--- config.mk ---
export PLATFORM = sky130hd
export DESIGN_NAME = coproc_block_mover
export DESIGN_NICKNAME = d
export VERILOG_FILES = /design/src/rtl/coproc_block_mover.sv
export SDC_FILE = /design/constraint.sdc
export NUM_CORES = 1
export LEC_CHECK = 0
export ABC_CLOCK_PERIOD_IN_PS = 6200
export BUFFER_PORTS_ARGS = -buffer_cell sky130_fd_sc_hd__buf_2
export CAP_MARGIN = 40
export CORE_AREA = 2 2 154 156
export DETAILED_ROUTE_END_ITERATION = 10
export DIE_AREA = 0 0 156 158
export PLACE_DENSITY = 0.69
export SLEW_MARGIN = 20
export SYNTH_ARGS = -nofsm -noshare
export SYNTH_HDL_FRONTEND = slang
export SYNTH_SLANG_ARGS = --single-unit
--- constraint.sdc ---
create_clock -name in_clk -period 6.2 [get_ports in_clk]
set_input_delay 0.31 -clock in_clk [delete_from_list [all_inputs] [get_ports in_clk]]
set_output_delay 0.31 -clock in_clk [all_outputs]
set_load 0.05 [all_outputs]
--- src/rtl/coproc_block_mover.sv ---
// Block mover control stage for the coprocessor memory.
// Waits for a rising start edge in the config word (cell 0) and checks the requested regions.
// It then copies `count` blocks of `blocks` cells from src to dst, strictly forward.
// Progress and result are reported through the status word (cell 1) and the busy/done/irq outputs.
module coproc_block_mover #(
  parameter int unsigned size       = 1024,
  parameter int unsigned blocks     = 4,
  parameter int unsigned log_size   = 10,
  parameter int unsigned cell_width = 32,
  parameter int unsigned width      = blocks * cell_width
) (
  input  logic                  in_clk,
  input  logic                  in_reset,
  input  logic [cell_width-1:0] in_config,
  input  logic [width-1:0]      in_mem_data,
  output logic [log_size-1:0]   out_address,
  output logic [width-1:0]      out_data,
  output logic                  out_read_en,
  output logic                  out_write_en,
  output logic [cell_width-1:0] out_status,
  output logic                  out_write_status_en,
  output logic                  out_busy,
  output logic                  out_done,
  output logic                  out_irq
);

  // Range checks need headroom above log_size so that src + blocks*count cannot wrap.
  localparam int unsigned ext_w = log_size + 3;

  localparam logic [cell_width-1:0] status_busy  = cell_width'(1);
  localparam logic [cell_width-1:0] status_error = cell_width'(6);

  typedef enum logic [2:0] {
    StIdle, StCheck, StRead, StCapture, StWrite, StDone, StError
  } state_t;

  state_t              state;
  logic                start_prev;
  logic [log_size-1:0] src, dst, count, k;

  logic                  start_edge;
  logic [log_size-1:0]   cfg_src, cfg_dst, cfg_count;
  logic [log_size-1:0]   k_next, cur_off, nxt_off;
  logic [ext_w-1:0]      span, src_end, dst_end;
  logic                  range_err;
  logic [cell_width-1:0] done_status;
  logic                  unused_cfg;

  assign cfg_src    = in_config[log_size:1];
  assign cfg_dst    = in_config[2*log_size:log_size+1];
  assign cfg_count  = in_config[3*log_size:2*log_size+1];
  assign unused_cfg = ^in_config[cell_width-1:3*log_size+1];
  assign start_edge = in_config[0] & ~start_prev;

  // Block offsets, range check against the latched job, and the completion status word.
  always_comb begin
    k_next    = k + log_size'(1);
    cur_off   = log_size'(blocks) * k;
    nxt_off   = log_size'(blocks) * k_next;
    span      = ext_w'(count) * ext_w'(blocks);
    src_end   = ext_w'(src) + span;
    dst_end   = ext_w'(dst) + span;
    range_err = (src_end > ext_w'(size)) || (dst_end > ext_w'(size)) || (dst < log_size'(2));
    done_status                 = '0;
    done_status[1]              = 1'b1;
    done_status[16 +: log_size] = count;
  end

  // Control FSM; outputs are registered and loaded on entry to the state they belong to.
  always_ff @(posedge in_clk or posedge in_reset) begin
    if (in_reset) begin
      state               <= StIdle;
      start_prev          <= 1'b1;
      src                 <= '0;
      dst                 <= '0;
      count               <= '0;
      k                   <= '0;
      out_address         <= '0;
      out_data            <= '0;
      out_read_en         <= 1'b0;
      out_write_en        <= 1'b0;
      out_status          <= '0;
      out_write_status_en <= 1'b0;
      out_busy            <= 1'b0;
      out_done            <= 1'b0;
      out_irq             <= 1'b0;
    end else begin
      start_prev          <= in_config[0];
      // Single-cycle strobes and buses default low; each state entry re-asserts what it needs.
      out_address         <= '0;
      out_data            <= '0;
      out_read_en         <= 1'b0;
      out_write_en        <= 1'b0;
      out_status          <= '0;
      out_write_status_en <= 1'b0;
      out_irq             <= 1'b0;
      unique case (state)
        StIdle: begin
          if (start_edge) begin
            src                 <= cfg_src;
            dst                 <= cfg_dst;
            count               <= cfg_count;
            k                   <= '0;
            out_done            <= 1'b0;
            out_busy            <= 1'b1;
            out_write_status_en <= 1'b1;
            out_status          <= status_busy;
            state               <= StCheck;
          end
        end
        StCheck: begin
          if (range_err) begin
            out_busy            <= 1'b0;
            out_write_status_en <= 1'b1;
            out_status          <= status_error;
            out_irq             <= 1'b1;
            out_done            <= 1'b1;
            state               <= StError;
          end else if (count == '0) begin
            out_busy            <= 1'b0;
            out_write_status_en <= 1'b1;
            out_status          <= done_status;
            out_irq             <= 1'b1;
            out_done            <= 1'b1;
            state               <= StDone;
          end else begin
            out_read_en <= 1'b1;
            out_address <= src + cur_off;
            state       <= StRead;
          end
        end
        StRead: begin
          state <= StCapture;
        end
        StCapture: begin
          // Read data is valid this cycle; the write data register doubles as the block buffer.
          out_write_en <= 1'b1;
          out_address  <= dst + cur_off;
          out_data     <= in_mem_data;
          state        <= StWrite;
        end
        StWrite: begin
          k <= k_next;
          if (k_next == count) begin
            out_busy            <= 1'b0;
            out_write_status_en <= 1'b1;
            out_status          <= done_status;
            out_irq             <= 1'b1;
            out_done            <= 1'b1;
            state               <= StDone;
          end else begin
            out_read_en <= 1'b1;
            out_address <= src + nxt_off;
            state       <= StRead;
          end
        end
        StDone, StError: begin
          state <= StIdle;
        end
        default: begin
          state <= StIdle;
        end
      endcase
    end
  end

endmodule
==> flow_summary.ini, run 1 <==
[cts]
root_buffer = clkbuf_16
cts_buffers = 23
post_cts_buffers = 0
cts.sinks = 201
clk_pin_slew_ps = 60
cts_max_level = 1
cts_max_path_buffers = 3
cts_tree = built
post_cts_resized = 0
ctsHoldBuffers = 2
clk_latency_ps = 510

[floorplan]
row_count = 56
die_w_um = 156
die_area_um2 = 24600
design.core.area_um2 = 23100
die_h_um = 158
start_util_pct = 39.1
io_pins = 338

[critical_path]
r2r_end = out_address[4]
r2r_cells = 10
crit_start = count[0]
cp_max_fo = 7
crit-reg2reg-launch = count[0]
critPathKind = flop to flop
end_kind = flop
required_ps = 6630
arrival_ps = 3880
r2r_slack_ps = 2750
cp-endpoint = out_address[4]
start_kind = flop

[synth]
synthAdderAreaFrac_pct = 6.39
yosysWarnings = 0
yosys.area_share.simple_pct = 16.6
synth_area_um2 = 9010
synth-xor-area-share_pct = 4.53
postSynthAreaPerCell_um2 = 11.6
ys_async_sr_fraction_pct = 100
seq_area_frac_synth_pct = 55.8
ys_types = 68
ys_ff_latch = 201
synth_edf_count = 0
synth_compound_area_share_pct = 9.26
synth_top_family_by_area = simple AND/OR/NAND/NOR gates
ys.flop_type = dfrtp_1
muxShareOfSynthArea_pct = 3.35
synth_cells = 774

[power]
ir_worst_vdd_mv = 0.289
p_per_area_nw_per_um2 = 533
leakage_nw = 6.73

[placed_design]
placed_area_um2 = 10900
port_buffers = 317
dp_hpwl_um = 19200
gp_congestion = 0.871
placedCellCount = 1344

[final_layout]
areaGrowthSynthToFinish_pct = 30.4
finalNetCount = 1288
drive_above_1_share_pct = 38.0
final_area_um2 = 11800
final_core_util_pct = 51.0
instances_no_fill = 1389

[sta]
tightest_slew_ps = 920
fin_crit_ps = 3450
slew_headroom_pct = 38.0
hold_viol = 0
skew_ps = 10.3
rsz0062_at_grt = false
fmax_ghz = 0.290
drv_slew = 0
tns_ps = 0
min_period_over_period_pct = 55.7
setup_viol = 0
hold_slack_ps = 17.2

[global_route]
grt_use_met2_pct = 32.2
gr-total-overflow = 0
grt-busiest-layer = met2
use_met3_pct = 5.69
grt_antenna_before_repair = 2
grt_pass1_vias = 7003
grt_use_total_pct = 20.4
grt_use_met1_pct = 27.4
grt_pass1_wl_um = 39200
grt_max_degree = 125

[detailed_routing]
route.detailed.drc = 0
viasPerCell = 5.11
drt-pass1-iter-count = 4
drt_iter0_drc = 391
dr_total_vias = 7101
postRouteAntennaNets = 0
routedWlPerCell_um = 18.8
postRouteWirelength_um = 26200

[min_path]
min_from = in_config[4]
min_path_type = primary input to flop

[run_status]
status = finished clean

[run]
max-cap-violations = 0
[metal layers]
| metal | part of all wire, % | routed length (um) |
|---|---|---|
| met1 | 42 | 11000 |
| met2 | 48 | 12500 |
| met3 | 7.8 | 2030 |
| met4 | 2.3 | 605 |
| met5 | 0.11 | 29 |
[through the flow]
step                      power, W  worst slack (ps)
after floorplan            0.00406               409
after global placement     0.00469              2870
after detailed placement   0.00477              2810
after CTS                  0.00626              2780
after global routing       0.00664              2520
final                      0.00626              2750
[cell usage in the layout, fill, tap and decap left out, types with 4 or more instances in the layout]
cell and n:
clkbuf_16 23, and3_1 129, nand2_1 38, conb_1 19, dfrtp_1 199, bufinv_16 4
o21ai_0 28, fa_1 5, ha_1 38, xor2_1 16, o211ai_1 5, nor3b_1 6
o22ai_1 6, nand2b_1 7, a21oi_1 28, nor2_1 23, nand4_1 6, xnor2_1 28
a22oi_1 6, buf_2 317, a21o_1 17, nor2b_1 4, mux2_2 25, nand3_1 10
clkbuf_8 6, inv_1 16, nor3_1 8, buf_16 4
[state kept, by name, indices dropped and copies added (netlist names)]
register	count
dst	10
state	3
k	10
out_read_en	1
out_address	10
out_status	13
start_prev	1
out_irq	1
out_write_en	1
out_done	1
out_write_status_en	1
out_data	128
out_busy	1
count	10
src	10
[report_power, final]
group          switching [W]  internal, W  leakage, nW
clock network       0.000544     0.000916        0.405
logic                0.00185      0.00102         3.63
registers           0.000322      0.00160         2.70
total                0.00272      0.00354         6.73
[area by class of cell]
cell class	instances	area (um^2)
timing repair buffer	327	1760
multi-input combinational	513	3700
sequential	201	5030
tap	290	363
clock buffer	30	662
fill	2071	11300
antenna	1	2.50
inverter	17	71.3
clock inverter	10	160
[worst max-delay path, cell delays in order, from the launching register on]
cell and delay (ps):
dfrtp_1 500, ha_1 260, inv_1 70, fa_1 470, or4b_2 590, a21oi_1 160
o221ai_1 150, o31ai_2 310, o21a_2 260, nand3_1 320, o21ai_0 270
[worst min-delay path by stage]
stage          cells after the start            to  slack [ps]
3_3_place_gp                       1    start_prev         430
2_1_floorplan                      0    start_prev         310
3_5_place_dp                       2  out_data[40]         370
4_1_cts                            3        src[3]           2
6_report                           3        src[3]          20
5_1_grt                            2  out_data[70]          20
[kinds of logic (layout without fill, tap and decap cells)]
logic type | after synthesis | count (layout)
fa+ha+maj | 43 | 43
buf+inv | 78 | 384
other cells | 1 | 20
mux | 27 | 27
simple gates | 257 | 257
xor+xnor | 45 | 45
compound gates | 122 | 122
flops | 201 | 201
[cell usage after synthesis, drive strengths merged, types with 6 or more instances]
cell type	number	area (um^2)
inv	17	63.8
xor2	16	140
nand2b	7	43.8
o22ai	6	37.5
dfrtp	200	5000
a21o	17	128
nand2	40	160
nand4	6	37.5
xnor2	28	245
buf	19	143
and3	131	822
a21oi	28	140
nor2	25	96.4
ha	38	475
mux2	25	282
nor3b	6	45.0
o21ai	30	154
clkbuf	42	158
nand3	10	50.1
a22oi	6	45.0
nor3	8	40.0
No activity file was read; power rests on OpenSTA's default activity.
==> run 2: changes to the inputs <==
--- a/config.mk
+++ b/config.mk
@@ -5,13 +5,13 @@
 export SDC_FILE = /design/constraint.sdc
 export NUM_CORES = 1
 export LEC_CHECK = 0
-export ABC_CLOCK_PERIOD_IN_PS = 6200
+export ABC_CLOCK_PERIOD_IN_PS = 3500
 export BUFFER_PORTS_ARGS = -buffer_cell sky130_fd_sc_hd__buf_2
 export CAP_MARGIN = 40
 export CORE_AREA = 2 2 154 156
 export DETAILED_ROUTE_END_ITERATION = 10
 export DIE_AREA = 0 0 156 158
-export PLACE_DENSITY = 0.69
+export PLACE_DENSITY = 0.66
 export SLEW_MARGIN = 20
 export SYNTH_ARGS = -nofsm -noshare
 export SYNTH_HDL_FRONTEND = slang
==> constraint.sdc (replaced) <==
create_clock -name in_clk -period 3.5 [get_ports in_clk]
set_input_delay 0.175 -clock in_clk [delete_from_list [all_inputs] [get_ports in_clk]]
set_output_delay 0.175 -clock in_clk [all_outputs]
set_load 0.05 [all_outputs]
==> run 2 against run 1 <==
Compared with the run above: sequential share of layout area decreased by 5.0 points; sequential power rose by 77%; final cell count up 12%; critical endpoint is now out_done; highest routed layer is now met4.
==> flow_summary.ini, run 2 (synthesized netlist as in run 1, its figures left out) <==
[critical_path]
critical-path-max-stage-delay_ps = 570
cp-endpoint = out_done
crit-reg2reg-launch = dst[2]
cp_max_fo = 6
arrival_ps = 3570
start_kind = flop
r2r_slack_ps = 310
end_kind = flop
critPathKind = flop to flop
crit_start = dst[2]
required_ps = 3870
r2r_cells = 10
cpMaxStageDelayCell = or4b_2
r2r_end = out_done
crit_chain = ha_1, inv_1, fa_1, or4b_2, a21oi_1, o221ai_1, o31ai_2, o211ai_1, o21ai_2, o21ai_0

[detailed_routing]
drt-pass1-iter-count = 4
drt_iter0_drc = 550
postRouteAntennaNets = 0
postRouteWirelength_um = 29200
route.detailed.drc = 0
dr_total_vias = 7829
routedWlPerCell_um = 18.9
viasPerCell = 5.05

[power]
p_sw_share_pct = 43.7
seqPwrFrac_pct = 30.4
p_switching_w = 0.00493
ir_worst_vdd_mv = 0.447
p_per_area_nw_per_um2 = 847
leakage_nw = 7.38
internal_power_w = 0.00634
combinationalPowerShare_pct = 46.6
p_clk_share_pct = 23.1

[sta]
min_period_over_period_pct = 91.3
tightest_slew_ps = 786
rsz0062_at_grt = false
slew_headroom_pct = 47.0
fin_crit_ps = 3190
setup_viol = 0
tns_ps = 0
skew_ps = 10.6
hold_slack_ps = 202
fmax_ghz = 0.313
hold_viol = 0
drv_slew = 0

[final_layout]
areaGrowthSynthToFinish_pct = 47.6
seq_area_um2 = 5030
reg_top3 = out_data: 128 flops, out_status: 13 flops
instances_no_fill = 1549
layout_commonest_cell = buf_2
final_area_um2 = 13300
num_antenna_cells = 0
fill_cells = 1868
drive_above_1_share_pct = 33.1
multi_input_area_um2 = 3700
regMostFlops = out_data
final_cell_mix = buf_2 (317), dfrtp_1 (199), dlygate4sd3_1 (160), and3_1 (129)
largest_reg_flops = 128
finalNetCount = 1448
final_core_util_pct = 57.7

[floorplan]
die_area_um2 = 24600
design.core.area_um2 = 23100
io_pins = 338
row_count = 56
die_w_um = 156
start_util_pct = 39.1
die_h_um = 158

[cts]
clk_latency_ps = 530
cts_tree = built
clk_pin_slew_ps = 60
root_buffer = clkbuf_16
cts_max_level = 1
post_cts_buffers = 0
cts.sinks = 201
cts_max_path_buffers = 3
cts_buffers = 23

[global_route]
grt_pass1_vias = 7976
grt_antenna_before_repair = 0
grt_max_degree = 124
grt_use_total_pct = 22.7
grt_pass1_wl_um = 43300
gr-total-overflow = 0

[placed_design]
dp_hpwl_um = 18800
port_buffers = 317
placedCellCount = 1347
placed_area_um2 = 10900
gp_congestion = 0.869

[min_path]
min_path_type = primary input to asynchronous set/reset pin

[run]
max-cap-violations = 0

[run_status]
status = finished clean
run 2: cell types whose count changed in the layout (fill, tap and decap cells not counted), moves of 2 or more:
cell,previous run,this run
buf_12,1,3
clkbuf_1,1,5
buf_4,3,6
inv_6,2,0
clkbuf_8,6,4
buf_16,4,1
dlygate4sd3_1,2,160
run 2: how the worst min path moves through the flow:
stage / start / endpoint / slack (ps)
3_3_place_gp: in_config[0] / start_prev / 290
4_1_cts: in_reset / out_data[119] / 340
2_1_floorplan: in_config[0] / start_prev / 180
3_5_place_dp: in_config[0] / start_prev / 290
6_report: in_reset / out_data[27] / 200
5_1_grt: in_reset / out_data[6] / 240
run 2: what timing repair did:
action                                  in CTS  in global routing
hold buffers                               160                  0
endpoints found under the setup margin       0                  1
gates resized for setup                      0                  1
hold endpoints to repair                   190                  0
run 2: worst max-delay path, delay by kind of cell, from the launching register on:
kind | cells | cell delay (ps)
buf+inv | 1 | 60
fa+ha+maj | 2 | 690
simple gates | 1 | 570
compound gates | 6 | 1290
flops | 1 | 420
run 2: final cells by class:
cell class / instances / share of cell area [%]
clock buffers: 32 / 4.88
clock inverters: 9 / 1.22
inverters: 17 / 0.508
multi-input cells: 513 / 27.8
flip-flops and latches: 201 / 37.9
well taps: 290 / 2.73
repair buffers: 487 / 25.0
run 2: routing by layer:
metal  wire, um  track usage, %  vias to the layer above
li1           -               -                     3636
met1      11800            29.2                     3751
met4       1160            9.48                        0
met3       2270            5.78                       91
met5          0               0                        -
met2      14000            36.7                      351
run 2: power groups by stage:
stage          clock [W]  combinational (W)  sequential, W
3_3_place_gp           0            0.00496        0.00344
2_1_floorplan          0            0.00294        0.00425
4_1_cts          0.00264            0.00519        0.00340
3_5_place_dp           0            0.00503        0.00344
5_1_grt          0.00274            0.00568        0.00348
6_report         0.00260            0.00525        0.00342
run 2: stage by stage:
stage	setup WS, ps	power, W
after detailed placement	218	0.00846
final	306	0.0113
after global placement	296	0.00839
after global routing	136	0.0119
after floorplan	711	0.00719
after CTS	207	0.0112
